==> src/rtl/prog_loader.sv <==
// Boot-time program loader: takes a framed byte stream (count header, words, XOR checksum),
// writes the words into SISC instruction memory and releases the core only after a good load.
module prog_loader #(
    parameter logic [15:0] BASE_ADDR = 16'h0000,
    parameter int          MAX_WORDS = 1024
) (
    input  logic        clk,
    input  logic        rst_f,
    input  logic        start,
    input  logic [7:0]  in_data,
    input  logic        in_valid,
    output logic        in_ready,
    output logic [15:0] im_addr,
    output logic [31:0] im_wdata,
    output logic        im_we,
    output logic        core_rst_f,
    output logic        busy,
    output logic        err,
    output logic [15:0] words_loaded
);

    localparam logic [16:0] MAX_W = 17'(MAX_WORDS);

    typedef enum logic [2:0] {IDLE, HDR_HI, HDR_LO, DATA, CHK, RUN, ERR} state_t;

    state_t      state, state_nxt;
    logic [15:0] count;
    logic [1:0]  byte_idx;
    logic [23:0] word_acc;
    logic [7:0]  csum;
    logic        loading;
    logic        accept;
    logic        can_start;
    logic [15:0] hdr_count;

    assign loading    = (state == HDR_HI) || (state == HDR_LO) || (state == DATA) || (state == CHK);
    // The write cycle steals the handshake so the next byte is held by the source.
    assign in_ready   = loading && !im_we;
    assign accept     = in_valid && in_ready;
    assign busy       = loading;
    assign err        = (state == ERR);
    assign core_rst_f = (state == RUN);
    assign can_start  = start && ((state == IDLE) || (state == RUN) || (state == ERR));
    assign hdr_count  = {count[15:8], in_data};

    always_ff @(posedge clk or negedge rst_f) begin
        if (!rst_f) state <= IDLE;
        else        state <= state_nxt;
    end

    always_comb begin
        state_nxt = state;
        case (state)
            IDLE, RUN, ERR: if (start) state_nxt = HDR_HI;
            HDR_HI: if (accept) state_nxt = HDR_LO;
            HDR_LO: begin
                if (accept) begin
                    if ({1'b0, hdr_count} > MAX_W) state_nxt = ERR;
                    else if (hdr_count == 16'd0)   state_nxt = CHK;
                    else                           state_nxt = DATA;
                end
            end
            DATA: if (im_we && (words_loaded + 16'd1 == count)) state_nxt = CHK;
            CHK: begin
                if (accept) state_nxt = (in_data == csum) ? RUN : ERR;
            end
            default: state_nxt = IDLE;
        endcase
    end

    always_ff @(posedge clk or negedge rst_f) begin
        if (!rst_f) begin
            count        <= '0;
            byte_idx     <= '0;
            word_acc     <= '0;
            csum         <= '0;
            im_we        <= 1'b0;
            im_addr      <= '0;
            im_wdata     <= '0;
            words_loaded <= '0;
        end else begin
            im_we <= 1'b0;
            if (can_start) begin
                count        <= '0;
                byte_idx     <= '0;
                csum         <= '0;
                words_loaded <= '0;
            end
            // The checksum byte itself is compared, not folded in.
            if (accept && (state != CHK)) csum <= csum ^ in_data;
            if (accept && (state == HDR_HI)) count[15:8] <= in_data;
            if (accept && (state == HDR_LO)) count[7:0]  <= in_data;
            if (accept && (state == DATA)) begin
                if (byte_idx == 2'd3) begin
                    im_we    <= 1'b1;
                    im_wdata <= {word_acc, in_data};
                    im_addr  <= BASE_ADDR + words_loaded;
                    byte_idx <= '0;
                end else begin
                    word_acc <= {word_acc[15:0], in_data};
                    byte_idx <= byte_idx + 2'd1;
                end
            end
            if (im_we) words_loaded <= words_loaded + 16'd1;
        end
    end

endmodule

==> config.mk <==
export PLATFORM = sky130hd
export DESIGN_NAME = prog_loader
export DESIGN_NICKNAME = d
export VERILOG_FILES = /design/src/rtl/prog_loader.sv
export SDC_FILE = /design/constraint.sdc
export NUM_CORES = 1
export LEC_CHECK = 0
export CORE_MARGIN = 5
export CORE_UTILIZATION = 55
export CTS_CLUSTER_DIAMETER = 150
export DETAILED_ROUTE_END_ITERATION = 8
export GPL_TIMING_DRIVEN = 1
export PLACE_DENSITY = 0.8
export REMOVE_ABC_BUFFERS = 1
export SETUP_SLACK_MARGIN = 0.02
export SYNTH_ARGS = -nofsm -noshare
export SYNTH_HDL_FRONTEND = slang
export SYNTH_SLANG_ARGS = --single-unit
export TNS_END_PERCENT = 50
==> constraint.sdc <==
create_clock -name clk -period 2.5 [get_ports clk]
set_input_delay 0.25 -clock clk [delete_from_list [all_inputs] [get_ports clk]]
set_output_delay 0.25 -clock clk [all_outputs]
set_load 0.01 [all_outputs]
; Yosys cells after proc, flatten, opt, wreduce, memory -nomap -nowiden
; Index checks and enable logic that the tools add are counted.
; W data, S select, Z words.
[word_totals]
regBits = 118
input_bits = 12
out_inout_bits = 69
word_cells = 75
[op_classes]
n_addsub = 2
order_cmp = 1
eq_ne = 15
n_mux = 20
bitwise = 2
n_reduce_logical = 25
[op_table]
columns = op, n
row1 = $mux W16, 2
row2 = $mux W8, 4
row3 = $mux W3, 7
row4 = $add A16 B1 Y16 const B, 1
row5 = $eq A16 B16 Y1, 1
row6 = $gt A16 B11 Y1 const B, 1
row7 = $logic_not A16 Y1, 1
row8 = $pmux W3 S5, 1
row9 = $reduce_bool A2 Y1, 5
row10 = $eq A3 B3 Y1 const B, 3
row11 = $eq A8 B8 Y1, 1
row12 = $logic_and A1 B1 Y1, 8
row13 = $mux W2, 4
row14 = $ne A2 B2 Y1 const B, 4
row15 = $xor A8 B8 Y8, 1
row16 = $eq A3 B2 Y1 const B, 2
row17 = $logic_or A1 B1 Y1, 5
row18 = $reduce_and A5 Y1, 1
row19 = $reduce_and A2 Y1, 2
row20 = $eq A3 B1 Y1 const B, 1
row21 = $logic_not A3 Y1, 1
row22 = $ne A3 B3 Y1 const B, 1
row23 = $reduce_or A3 Y1, 1
row24 = $add A2 B1 Y2 const B, 1
row25 = 5 further kinds, 6

; Logic depth before layout (Yosys ltp)
; Gate-level depths: netlist (run 1).
[logic_depth]
word_depth = 8
ltp_mapped = 9
ltp_nobuf = 7

; Worst setup path after synthesis (run 1)
; No wires, ideal clock.
[synth_path]
path_kind = flip-flop to flip-flop
startpoint = register words_loaded[1]
endpoint = register state[0]
setup_ns = 0.136
t_arrival_ns = 1.930
required_ns = 2.364
setup_slack_ns = 0.434
stages_incl_launch_ff = 8
path_buffers = 0
period_less_slack_ns = 2.066
cell_sequence = dfrtp_1 -> ha_1 -> nand4_2 -> nor4_2 -> xnor2_1 -> xnor2_2 -> nor4_4 -> o211ai_1
[synth_via]
elab_chain_len = 5
[synth_rtl]
columns = element, line_no
row1 = start: declaration, 19  ; output logic [15:0] words_loaded
row2 = start signal: assignment, 104  ; if (im_we) words_loaded <= words_loaded + 16'd1;
row3 = $add A16 B1 Y16, 63  ; DATA: if (im_we && (words_loaded + 16'd1 == count)) state_nxt = CHK;
row4 = $eq A16 B16 Y1, 63
row5 = $logic_and A1 B1 Y1, 63
row6 = $ne A2 B1 Y1 (no line), n/a
row7 = $reduce_and A5 Y1 (no line), n/a
row8 = end signal: assignment, 48  ; else state <= state_nxt;
row9 = end: declaration, 26  ; state_t state, state_nxt;
; Every way passes these cells.
; A chain may end at the register's enable or synchronous reset.

; Final worst setup path (run 1)
[layout_path]
startpoint = register state[0]
endpoint = output in_ready
[layout_via]
elab_chain_len = 5
elab_cells_between_ends = 8
classes_between = eq/ne: 4 / reduce/logical: 4
[layout_rtl]
columns = element, line_no
row1 = $eq A3 B1 Y1 / $eq A3 B2 Y1 (equally long branches), 36  ; assign loading = (state == HDR_HI) || (state == HDR_LO) || (state == DATA) || (state == CHK);
row2 = $logic_or A1 B1 Y1 (2 in series), 36
row3 = $logic_or A1 B1 Y1 (*), 36
row4 = $logic_and A1 B1 Y1 (*), 38  ; assign in_ready = loading && !im_we;
row5 = end: declaration, 12  ; output logic in_ready,
; Mark *: on every way between the ends. The rest lies on a longest branch, timed or not.

==> results by group, run 1 <==
Drt
  – Post-DR vias/cell: 5.63
  – Antenna Nets Post-Route: 0
  – First-pass detailed-route iteration total: 4
  – DR iter-0 viols: 311
  – Via count: 4130
  – Final WL: 12600 um
  – DRC errors left: 0
  – Average wire per standard cell: 17.2 um

Synth
  – Share of the synthesized area in the top cell type: 51.9%
  – Mean post-synth cell area: 11.4 um2
  – Ys Warns: 0
  – Flop and latch count out of synthesis: 118
  – Number of distinct library cells after synthesis: 60
  – EDFF count, synth: 0
  – Largest area contributor in the synthesized netlist: dfrtp_1
  – Post-synthesis cell count: 498
  – Ys flop type: dfrtp_1
  – Ys async rst share: 100%
  – Mapped cell area: 5690 um2
  – Largest cells by area after synthesis: dfrtp_1 (52%), mux2_2 (13%), xnor2_1 (3.4%)
  – Sequential element share of the synthesized area: 51.9%

Clock network
  – CTS tree: built
  – Clk buf depth: 2
  – Clock Latency Late Sink: 0.52 ns
  – Clock transition at path regs: 0.06 ns
  – Total CTS buffers: 17
  – Post-CTS Setup Inserts: 0
  – CTS sink cnt: 118
  – CTS Root Cell: clkbuf_8
  – H-tree depth: 4

Cells and area
  – Fin util: 71.5%
  – Inserted Diodes: 0
  – Fin area: 7320 um2
  – Commonest non-fill, non-tap cell in the layout: dfrtp_1
  – Layout area overhead: 28.6%
  – Layout cells sized above 1: 21.3%
  – Commonest cells after routing, fill and taps aside: dfrtp_1 (117), clkdlybuf4s50_1 (79), mux2_2 (65), nand2_1 (43), o21ai_0 (27)
  – Post-layout nets: 598

Worst setup path
  – Crit Path Max Fanout: 15
  – CP cell instances: nor2_2 -> xnor2_1 -> nor2b_1 -> clkdlybuf4s50_1
  – Arr. time, crit path: 2.09 ns
  – Setup crit start: state[0]$_DFFE_PN0P_
  – CP required: 2.25 ns
  – Critical setup path kind: reg -> out
  – Crit-path slowest cell: clkdlybuf4s50_1
  – Origin of the critical flop-to-flop path: words_loaded[1]$_DFFE_PN0P_
  – Largest stage delay, worst path: 0.54 ns
  – Worst setup SP type: flip-flop
  – Endpoint type of the worst setup path: output port

STA
  – Setup-failing EPs final: 0
  – Worst Tran Pin Value: 0.529 ns
  – Worst slew margin: 64.7%
  – Final hold vios: 0
  – Skew final: 0.0104 ns
  – Fmax: 428 MHz
  – Fin crit period: 2.34 ns
  – Fin crit share: 93.4%
  – Fin worst setup slack: 0.165 ns
  – Pins Over Slew Limit: 0
  – RSZ-0062 raised after global routing: no

Floorplanning
  – Die Area: 12500 um2
  – Boundary pin count: 81
  – Cell Rows: 37
  – Die extent in y: 112 um
  – Core area: 10200 um2
  – Starting Density: 55.6%
  – Width of the chip: 112 um

Outcome
  – Status: finished clean

GRT
  – Largest net degree at the start of global routing: 56
  – Gr usage total: 21.7%
  – Antenna violations before repair: 0
  – Vias in the first global route: 4353
  – Overflow after GRT: 0
  – First-pass GRT wire length: 21700 um

Placement
  – RD Place Congestion: 0.854
  – HPWL Detailed: 8420 um
  – I/O Buffers: 80
  – Dpl cell area: 6660 um2
  – DP Worst Slack: 0.255 ns

Pwr
  – PD cells: 1140 nW/um2
  – Static leakage: 3.24 nW
  – VDD IR max: 0.660 mV

Job
  – Max-cap violation count: 0

Worst hold path
  – Hold WC Path Type: in -> async
kinds of logic (layout without fill, tap and decap cells):
| logic type | count (synthesis) | after routing | share of synthesized area (%) |
|---|---|---|---|
| xor gates and xnor gates | 37 | 37 | 6.55 |
| AOI/OAI and AO/OA | 78 | 78 | 8.60 |
| muxes | 85 | 85 | 16.7 |
| and+or+nand+nor | 133 | 133 | 12.2 |
| DFF | 118 | 118 | 51.9 |
| adders and majority gates | 2 | 2 | 0.440 |
| buffers and inverters | 45 | 144 | 3.56 |
synth_stat cells, types with 3 or more instances:
cell / count
dfrtp_1: 118
mux2_2: 65
nand2_1: 44
o21ai_0: 27
nand3_1: 24
xnor2_1: 22
nor2_1: 19
o21ai_1: 17
inv_1: 16
mux2_1: 16
buf_2: 15
xor2_1: 11
clkbuf_1: 10
nand4_1: 8
nor2b_1: 7
nor3_1: 6
and3_1: 4
mux2i_1: 4
o211ai_1: 4
a21oi_1: 3
nand2b_1: 3
o31ai_1: 3
xnor3_1: 3
registers in the layout (all words and copies together) (netlist names):
register,flops
im_we,1
im_addr,16
words_loaded,16
state,3
byte_idx,2
word_acc,24
csum,8
count,16
im_wdata,32
cell type report:
cell class,instances,area (um2)
Timing Repair Buffer,95,938
Tap cell,136,170
Inverter,17,63.8
Fill cell,701,2910
Sequential cell,118,2950
Multi-Input combinational cell,335,2550
Clock inverter,12,200
Clock buffer,20,445
where the power goes:
group	total [mW]	internal [mW]	switching, mW
Combinational	2.62	1.45	1.17
Clock	2.63	1.77	0.859
Sequential	3.10	2.56	0.537
Total	8.35	5.78	2.57
what timing repair did:
item / 4_1_cts / 5_1_grt
endpoints found under the setup margin: 1 / 1
cloned: 0 / 0
endpoints found under the hold margin: 40 / 0
gates resized for setup: 1 / 1
hold buffers: 1 / 0
path summary, 6_finish.rpt:
kind,end,slack (ns),cells after the start
max reg2reg,state[1]$_DFFE_PN0P_,0.23,7
max in group asynchronous,word_acc[6]$_DFFE_PN0P_,1.56,3
min in group clk,byte_idx[0]$_DFFE_PN0P_,0.49,1
max,in_ready,0.16,4
min,words_loaded[7]$_DFFE_PN0P_,0.25,2
min reg2reg,byte_idx[0]$_DFFE_PN0P_,0.49,1
critical path, delay by kind of cell (launching register included):
family                    cells  cell delay, ns
buffers and inverters         1            0.54
xor gates and xnor gates      1            0.15
DFF                           1            0.51
and+or+nand+nor               2            0.35
stage by stage:
step / TNS, ns / std cells / hold slack (ns) / power (mW)
2_1_floorplan: -17.33 / 470 / -0.0456 / 4.57
3_3_place_gp: 0 / 700 / 0.257 / 5.59
3_5_place_dp: 0 / 700 / 0.263 / 5.71
4_1_cts: 0 / 733 / 0.254 / 8.41
5_1_grt: 0 / 733 / 0.302 / 8.85
6_report: 0 / 733 / 0.251 / 8.35
layer usage:
metal  global-route usage, %  vias to the layer above  share of wire (%)
li1                        -                     1935                  -
met1                    26.9                     2050                 41
met2                    35.3                      124                 50
met3                    7.07                       21                6.7
met4                    8.60                        0                2.0
met5                       0                        -                  0
Power figures use the tool's default switching activity.
==> run 2, diff against run 1 <==
- DONT_BUFFER_PORTS: default -> 1
- PLACE_DENSITY: 0.8 -> 0.7
==> results by group, run 2 (synthesized netlist as in run 1, its figures left out) <==
Worst setup path
  – Worst path top cell family by delay: compound AO/OA/AOI/OAI gates (was buffers and inverters)
  – CP cell instances: nand3_2 -> o41ai_1 -> o311a_1 -> nand4_1 -> nor4_4 -> a31oi_1 (was nor2_2 -> xnor2_1 -> nor2b_1 -> clkdlybuf4s50_1)
  – RR Endpoint: state[1]$_DFFE_PN0P_ (unchanged)
  – Endpoint type of the worst setup path: flip-flop (was output port)
  – Reg2reg path depth: 6 (was 7)
  – Critical Path Sink: state[1]$_DFFE_PN0P_ (was in_ready)
  – Largest stage delay, worst path: 0.68 ns (was 0.54 ns)
  – Critical setup path kind: reg -> reg (was reg -> out)
  – Worst setup SP type: flip-flop (unchanged)
  – Critical path buffers and inverters: 0 (was 1)
  – CP required: 2.87 ns (was 2.25 ns)
  – Setup crit start: words_loaded[5]$_DFFE_PN0P_ (was state[0]$_DFFE_PN0P_)
  – Origin of the critical flop-to-flop path: words_loaded[5]$_DFFE_PN0P_ (was words_loaded[1]$_DFFE_PN0P_)
  – Crit Path Max Fanout: 14 (was 15)
  – Arr. time, crit path: 2.57 ns (was 2.09 ns)
  – FF-to-FF setup slack: 0.30 ns (was 0.23 ns)
  – Crit-path slowest cell: dfrtp_1 (was clkdlybuf4s50_1)
  – CP Depth: 6 (was 4)

Floorplanning
  – Core area: 10200 um2 (unchanged)
  – Starting Density: 55.6% (unchanged)
  – Die Area: 12500 um2 (unchanged)
  – Width of the chip: 112 um (unchanged)
  – Boundary pin count: 81 (unchanged)
  – Die extent in y: 112 um (unchanged)
  – Cell Rows: 37 (unchanged)

Clock network
  – CTS sink cnt: 118 (unchanged)
  – CTS tree: built (unchanged)
  – Clock Latency Late Sink: 0.51 ns (was 0.52 ns)
  – Cts hold-fix bufs: 8 (was 1)
  – H-tree depth: 4 (unchanged)
  – PostCTS Resize Cnt: 0 (was 1)
  – Clock transition at path regs: 0.06 ns (about the same)
  – Post-CTS Setup Inserts: 0 (unchanged)
  – CTS Root Cell: clkbuf_8 (unchanged)
  – Total CTS buffers: 17 (unchanged)
  – Clk buf depth: 2 (unchanged)

STA
  – RSZ-0062 raised after global routing: no (unchanged)
  – Worst slew margin: 56.0% (was 64.7%)
  – Final hold vios: 118 (was 0)
  – Pins Over Slew Limit: 0 (unchanged)
  – Fmax: 455 MHz (was 428 MHz)
  – Hold WS: -0.563 ns (was 0.251 ns)
  – Fin crit share: 87.9% (was 93.4%)
  – Setup-failing EPs final: 0 (unchanged)
  – Fin worst setup slack: 0.303 ns (was 0.165 ns)
  – Fin crit period: 2.20 ns (was 2.34 ns)
  – Worst Tran Pin Value: 0.660 ns (was 0.529 ns)
  – Skew final: 0.00755 ns (was 0.0104 ns)

Cells and area
  – Max reg flops: 32 (unchanged)
  – Layout area overhead: 14.9% (was 28.6%)
  – Commonest non-fill, non-tap cell in the layout: dfrtp_1 (unchanged)
  – Top reg by flops: im_wdata (unchanged)
  – Inserted Diodes: 0 (unchanged)
  – Post-layout nets: 526 (was 598)
  – Layout cells sized above 1: 24.0% (was 21.3%)
  – Biggest regs: im_wdata (32), word_acc (24) (unchanged)
  – Commonest cells after routing, fill and taps aside: dfrtp_1 (118), mux2_2 (65), nand2_1 (43), o21ai_0 (27), nand3_1 (24) (was dfrtp_1 (117), clkdlybuf4s50_1 (79), mux2_2 (65), nand2_1 (43), o21ai_0 (27))
  – Post-route non-filler standard cell count: 661 (was 733)

Drt
  – Via count: 3806 (was 4130)
  – DRC errors left: 0 (unchanged)
  – Average wire per standard cell: 18.4 um (was 17.2 um)
  – Post-DR vias/cell: 5.76 (was 5.63)
  – Final WL: 12100 um (was 12600 um)
  – First-pass detailed-route iteration total: 4 (unchanged)
  – Antenna Nets Post-Route: 0 (unchanged)
  – DR iter-0 viols: 265 (was 311)

Outcome
  – Status: complete, but fails checks (was finished clean)
  – Failing checks: hold timing

GRT
  – Vias in the first global route: 4032 (was 4353)
  – Overflow after GRT: 0 (unchanged)
  – First-pass GRT wire length: 20700 um (was 21700 um)
  – Antenna violations before repair: 0 (unchanged)
  – Largest net degree at the start of global routing: 119 (was 56)
  – Gr usage total: 20.4% (was 21.7%)

Pwr
  – Static leakage: 2.98 nW (was 3.24 nW)
  – PD cells: 1170 nW/um2 (was 1140 nW/um2)
  – VDD IR max: 0.735 mV (was 0.660 mV)
  – Tot Pwr: 7.63 mW (was 8.35 mW)

Job
  – Max-cap violation count: 0 (unchanged)

Placement
  – DP Worst Slack: 0.310 ns (was 0.255 ns)
  – HPWL Detailed: 8120 um (was 8420 um)
  – Placed cell count: 621 (was 700)
  – RD Place Congestion: 0.904 (was 0.854)
  – I/O Buffers: 0 (was 80)

Worst hold path
  – Hold WC Path Type: in -> async (unchanged)
run 2: layout make-up:
cell class,count,area [um2]
Fill cell,784,3690
Sequential cell,118,2950
Multi-Input combinational cell,335,2540
Clock buffer,18,428
Timing Repair Buffer,23,193
Clock inverter,14,188
Tap cell,136,170
Inverter,17,63.8
run 2: where the power goes:
group          leakage, nW  switching [mW]  internal, mW  total, mW
sequential            1.55           0.622          2.56       3.18
clock                0.299           0.922          1.57       2.49
combinational         1.13           0.953         0.998       1.95
total                 2.98            2.50          5.13       7.63
run 2: layer usage:
layer  wire (um)  global-route usage [%]  vias to the layer above
li1            -                       -                     1798
met1        5220                    25.4                     1913
met2        6050                    34.2                       84
met3         758                    6.79                       11
met4         108                    5.76                        0
met5           0                       0                        -
run 2: how the worst min path moves through the flow:
stage	from	end	slack, ns	cells after the start
2_1_floorplan	rst_f	byte_idx[0]$_DFFE_PN0P_	-0.05	0
3_3_place_gp	rst_f	im_addr[3]$_DFFE_PN0P_	-0.04	0
3_5_place_dp	rst_f	im_addr[2]$_DFFE_PN0P_	-0.04	0
4_1_cts	rst_f	im_addr[2]$_DFFE_PN0P_	-0.59	0
5_1_grt	rst_f	words_loaded[8]$_DFFE_PN0P_	-0.60	0
6_report	rst_f	im_addr[2]$_DFFE_PN0P_	-0.56	0
run 2: per-stage QoR:
stage	instance area, um2	utilization, %	TNS, ns
after floorplan	5550	-	-17.33
final	6540	63.9	0
after detailed placement	5840	57.1	0
after global routing	6540	63.9	0
after global placement	5840	57.1	0
after CTS	6540	63.9	0
==> run 3, diff against run 2 <==
- CELL_PAD_IN_SITES_DETAIL_PLACEMENT: default -> 1
- CELL_PAD_IN_SITES_GLOBAL_PLACEMENT: default -> 1
- CORE_UTILIZATION: 55 -> 50
- PLACE_DENSITY: 0.7 -> default
- PLACE_DENSITY_LB_ADDON: default -> 0.1
==> results by group, run 3 (synthesized netlist as in run 1, its figures left out) <==
Worst setup path
  – FF-to-FF setup slack: 0.24 ns (was 0.30 ns)
  – CP required: 2.79 ns (was 2.87 ns)
  – Largest stage delay, worst path: 0.67 ns (was 0.68 ns)
  – Worst setup SP type: flip-flop (unchanged)
  – CP Depth: 6 (unchanged)
  – Arr. time, crit path: 2.54 ns (was 2.57 ns)
  – Reg2reg path depth: 6 (unchanged)
  – RR Endpoint: state[0]$_DFFE_PN0P_ (was state[1]$_DFFE_PN0P_)
  – Crit-path slowest cell: dfrtp_1 (unchanged)
  – Critical path buffers and inverters: 0 (unchanged)
  – Crit Path Max Fanout: 12 (was 14)
  – Endpoint type of the worst setup path: flip-flop (unchanged)
  – Critical setup path kind: reg -> reg (unchanged)
  – Worst path top cell family by delay: simple AND/OR/NAND/NOR gates (was compound AO/OA/AOI/OAI gates)
  – CP cell instances: nand4_1 -> or2_2 -> o32ai_1 -> nand3_1 -> o21ai_0 -> o211ai_1 (was nand3_2 -> o41ai_1 -> o311a_1 -> nand4_1 -> nor4_4 -> a31oi_1)
  – Origin of the critical flop-to-flop path: words_loaded[8]$_DFFE_PN0P_ (was words_loaded[5]$_DFFE_PN0P_)

Pwr
  – VDD IR max: 0.615 mV (was 0.735 mV)
  – Switching Share: 33.3% (was 32.7%)
  – Internal power: 5.05 mW (was 5.13 mW)
  – Combinational cell fraction of total power: 25.2% (was 25.6%)
  – PD cells: 1160 nW/um2 (was 1170 nW/um2)
  – Clock power share: 31.6% (was 32.7%)
  – Static leakage: 2.95 nW (was 2.98 nW)
  – Sequential power share: 43.1% (was 41.7%)
  – Psw: 2.51 mW (was 2.50 mW)

Worst hold path
  – Hold WC Path Type: in -> async (unchanged)

Clock network
  – Total CTS buffers: 17 (unchanged)
  – H-tree depth: 4 (unchanged)
  – Clock transition at path regs: 0.05 ns (was 0.06 ns)
  – CTS sink cnt: 118 (unchanged)
  – Clk buf depth: 2 (unchanged)
  – Cts hold-fix bufs: 8 (unchanged)
  – CTS tree: built (unchanged)
  – Clock Latency Late Sink: 0.42 ns (was 0.51 ns)
  – CTS Root Cell: clkbuf_16 (was clkbuf_8)
  – PostCTS Resize Cnt: 0 (unchanged)

Cells and area
  – Inserted Diodes: 0 (unchanged)
  – Layout cells sized above 1: 23.5% (was 24.0%)
  – Biggest regs: im_wdata (32), word_acc (24) (unchanged)
  – Commonest non-fill, non-tap cell in the layout: dfrtp_1 (unchanged)
  – Max reg flops: 32 (unchanged)
  – Post-route non-filler standard cell count: 666 (was 661)
  – Top reg by flops: im_wdata (unchanged)
  – Commonest cells after routing, fill and taps aside: dfrtp_1 (118), mux2_2 (65), nand2_1 (43), o21ai_0 (27), nand3_1 (24) (unchanged)
  – Final-layout fill cell count: 1145 (was 784)
  – Layout area overhead: 14.4% (was 14.9%)
  – Post-layout nets: 525 (was 526)

Drt
  – DRC errors left: 0 (unchanged)
  – First-pass detailed-route iteration total: 4 (unchanged)
  – Met2 wire length: 7370 um (was 6050 um)
  – Met3 wire len: 724 um (was 758 um)
  – DR top layer: met4 (unchanged)
  – Routed metal-1 wirelength: 5450 um (was 5220 um)
  – Post-DR vias/cell: 5.87 (was 5.76)
  – Final WL: 13800 um (was 12100 um)
  – Antenna Nets Post-Route: 0 (unchanged)
  – Via count: 3910 (was 3806)
  – Average wire per standard cell: 20.7 um (was 18.4 um)
  – DR iter-0 viols: 188 (was 265)

GRT
  – Gr usage total: 21.8% (was 20.4%)
  – Vias in the first global route: 4316 (was 4032)
  – Antenna violations before repair: 0 (unchanged)
  – Overflow after GRT: 0 (unchanged)
  – First-pass GRT wire length: 22500 um (was 20700 um)
  – Largest net degree at the start of global routing: 119 (unchanged)

STA
  – Skew final: 0.00463 ns (was 0.00755 ns)
  – Setup-failing EPs final: 0 (unchanged)
  – Pins Over Slew Limit: 0 (unchanged)
  – Final hold vios: 118 (unchanged)
  – Worst Tran Pin Value: 0.528 ns (was 0.660 ns)
  – Hold WS: -0.475 ns (was -0.563 ns)
  – RSZ-0062 raised after global routing: no (unchanged)
  – Fin crit period: 2.26 ns (was 2.20 ns)
  – Worst slew margin: 64.8% (was 56.0%)
  – Fmax: 443 MHz (was 455 MHz)
  – Fin crit share: 90.3% (was 87.9%)

Floorplanning
  – Starting Density: 50.5% (was 55.6%)
  – Core area: 11300 um2 (was 10200 um2)
  – Die Area: 13600 um2 (was 12500 um2)
  – Boundary pin count: 81 (unchanged)
  – Die extent in y: 117 um (was 112 um)
  – Width of the chip: 117 um (was 112 um)
  – Cell Rows: 39 (was 37)

Outcome
  – Failing checks: hold timing (unchanged)
  – Status: complete, but fails checks (unchanged)

Placement
  – Placed cell count: 627 (was 621)
  – I/O Buffers: 0 (unchanged)
  – HPWL Detailed: 9160 um (was 8120 um)
  – RD Place Congestion: 0.880 (was 0.904)

Job
  – Max-cap violation count: 0 (unchanged)
## run 3: area by class of cell
type,count,area [um2],area share [%]
flip-flops and latches,118,2950,45.4
well taps,143,179,2.75
clock buffers,20,457,7.02
inverters,17,63.8,0.980
clock inverters,11,128,1.96
repair buffers,22,185,2.84
multi-input cells,335,2540,39.1
## run 3: worst reg2reg max path: stages (launching register included)
cell	delay (ns)
dfrtp_1	0.67
nand4_1	0.21
or2_2	0.38
o32ai_1	0.36
nand3_1	0.21
o21ai_0	0.20
o211ai_1	0.11
## run 3: worst max-delay path by stage
stage	slack [ns]	startpoint	endpoint
global placement	0.34	words_loaded[7]$_DFFE_PN0P_	state[1]$_DFFE_PN0P_
finish	0.24	words_loaded[8]$_DFFE_PN0P_	state[0]$_DFFE_PN0P_
CTS	0.25	words_loaded[0]$_DFFE_PN0P_	state[2]$_DFFE_PN0P_
global route	0.12	words_loaded[0]$_DFFE_PN0P_	state[2]$_DFFE_PN0P_
detailed placement	0.26	words_loaded[0]$_DFFE_PN0P_	state[1]$_DFFE_PN0P_
floorplan	-0.33	im_we$_DFF_PN0_	im_addr[0]$_DFFE_PN0P_
## run 3: per-stage QoR
| step | util, % | instance area, um2 | worst slack (ns) | TNS, ns | power (mW) |
|---|---|---|---|---|---|
| final | 57.8 | 6510 | 0.244 | 0 | 7.56 |
| after global routing | 57.8 | 6510 | 0.121 | 0 | 8.02 |
| after CTS | 57.8 | 6510 | 0.254 | 0 | 7.65 |
| after detailed placement | 51.9 | 5850 | 0.262 | 0 | 5.19 |
| after global placement | 51.9 | 5850 | 0.335 | 0 | 5.03 |
| after floorplan | - | 5550 | -0.328 | -17.33 | 4.57 |
## run 3: what timing repair did
item	in CTS	in global routing
setup endpoints to repair	0	0
hold endpoints to repair	134	118
setup buffers	0	0
## run 3: power groups by stage
stage / sequential, mW / combinational [mW] / clock [mW]
after floorplan: 3.10 / 1.47 / 0
after global placement: 3.24 / 1.80 / 0
after detailed placement: 3.29 / 1.90 / 0
after CTS: 3.27 / 1.94 / 2.44
after global routing: 3.35 / 2.14 / 2.53
final: 3.26 / 1.91 / 2.39
## run 3: per-layer routing
| metal | vias to the layer above | global-route usage (%) |
|---|---|---|
| met5 | - | 0 |
| met4 | 0 | 8.26 |
| met3 | 20 | 7.25 |
| met2 | 76 | 38.5 |
| met1 | 2022 | 24.3 |
| li1 | 1792 | - |
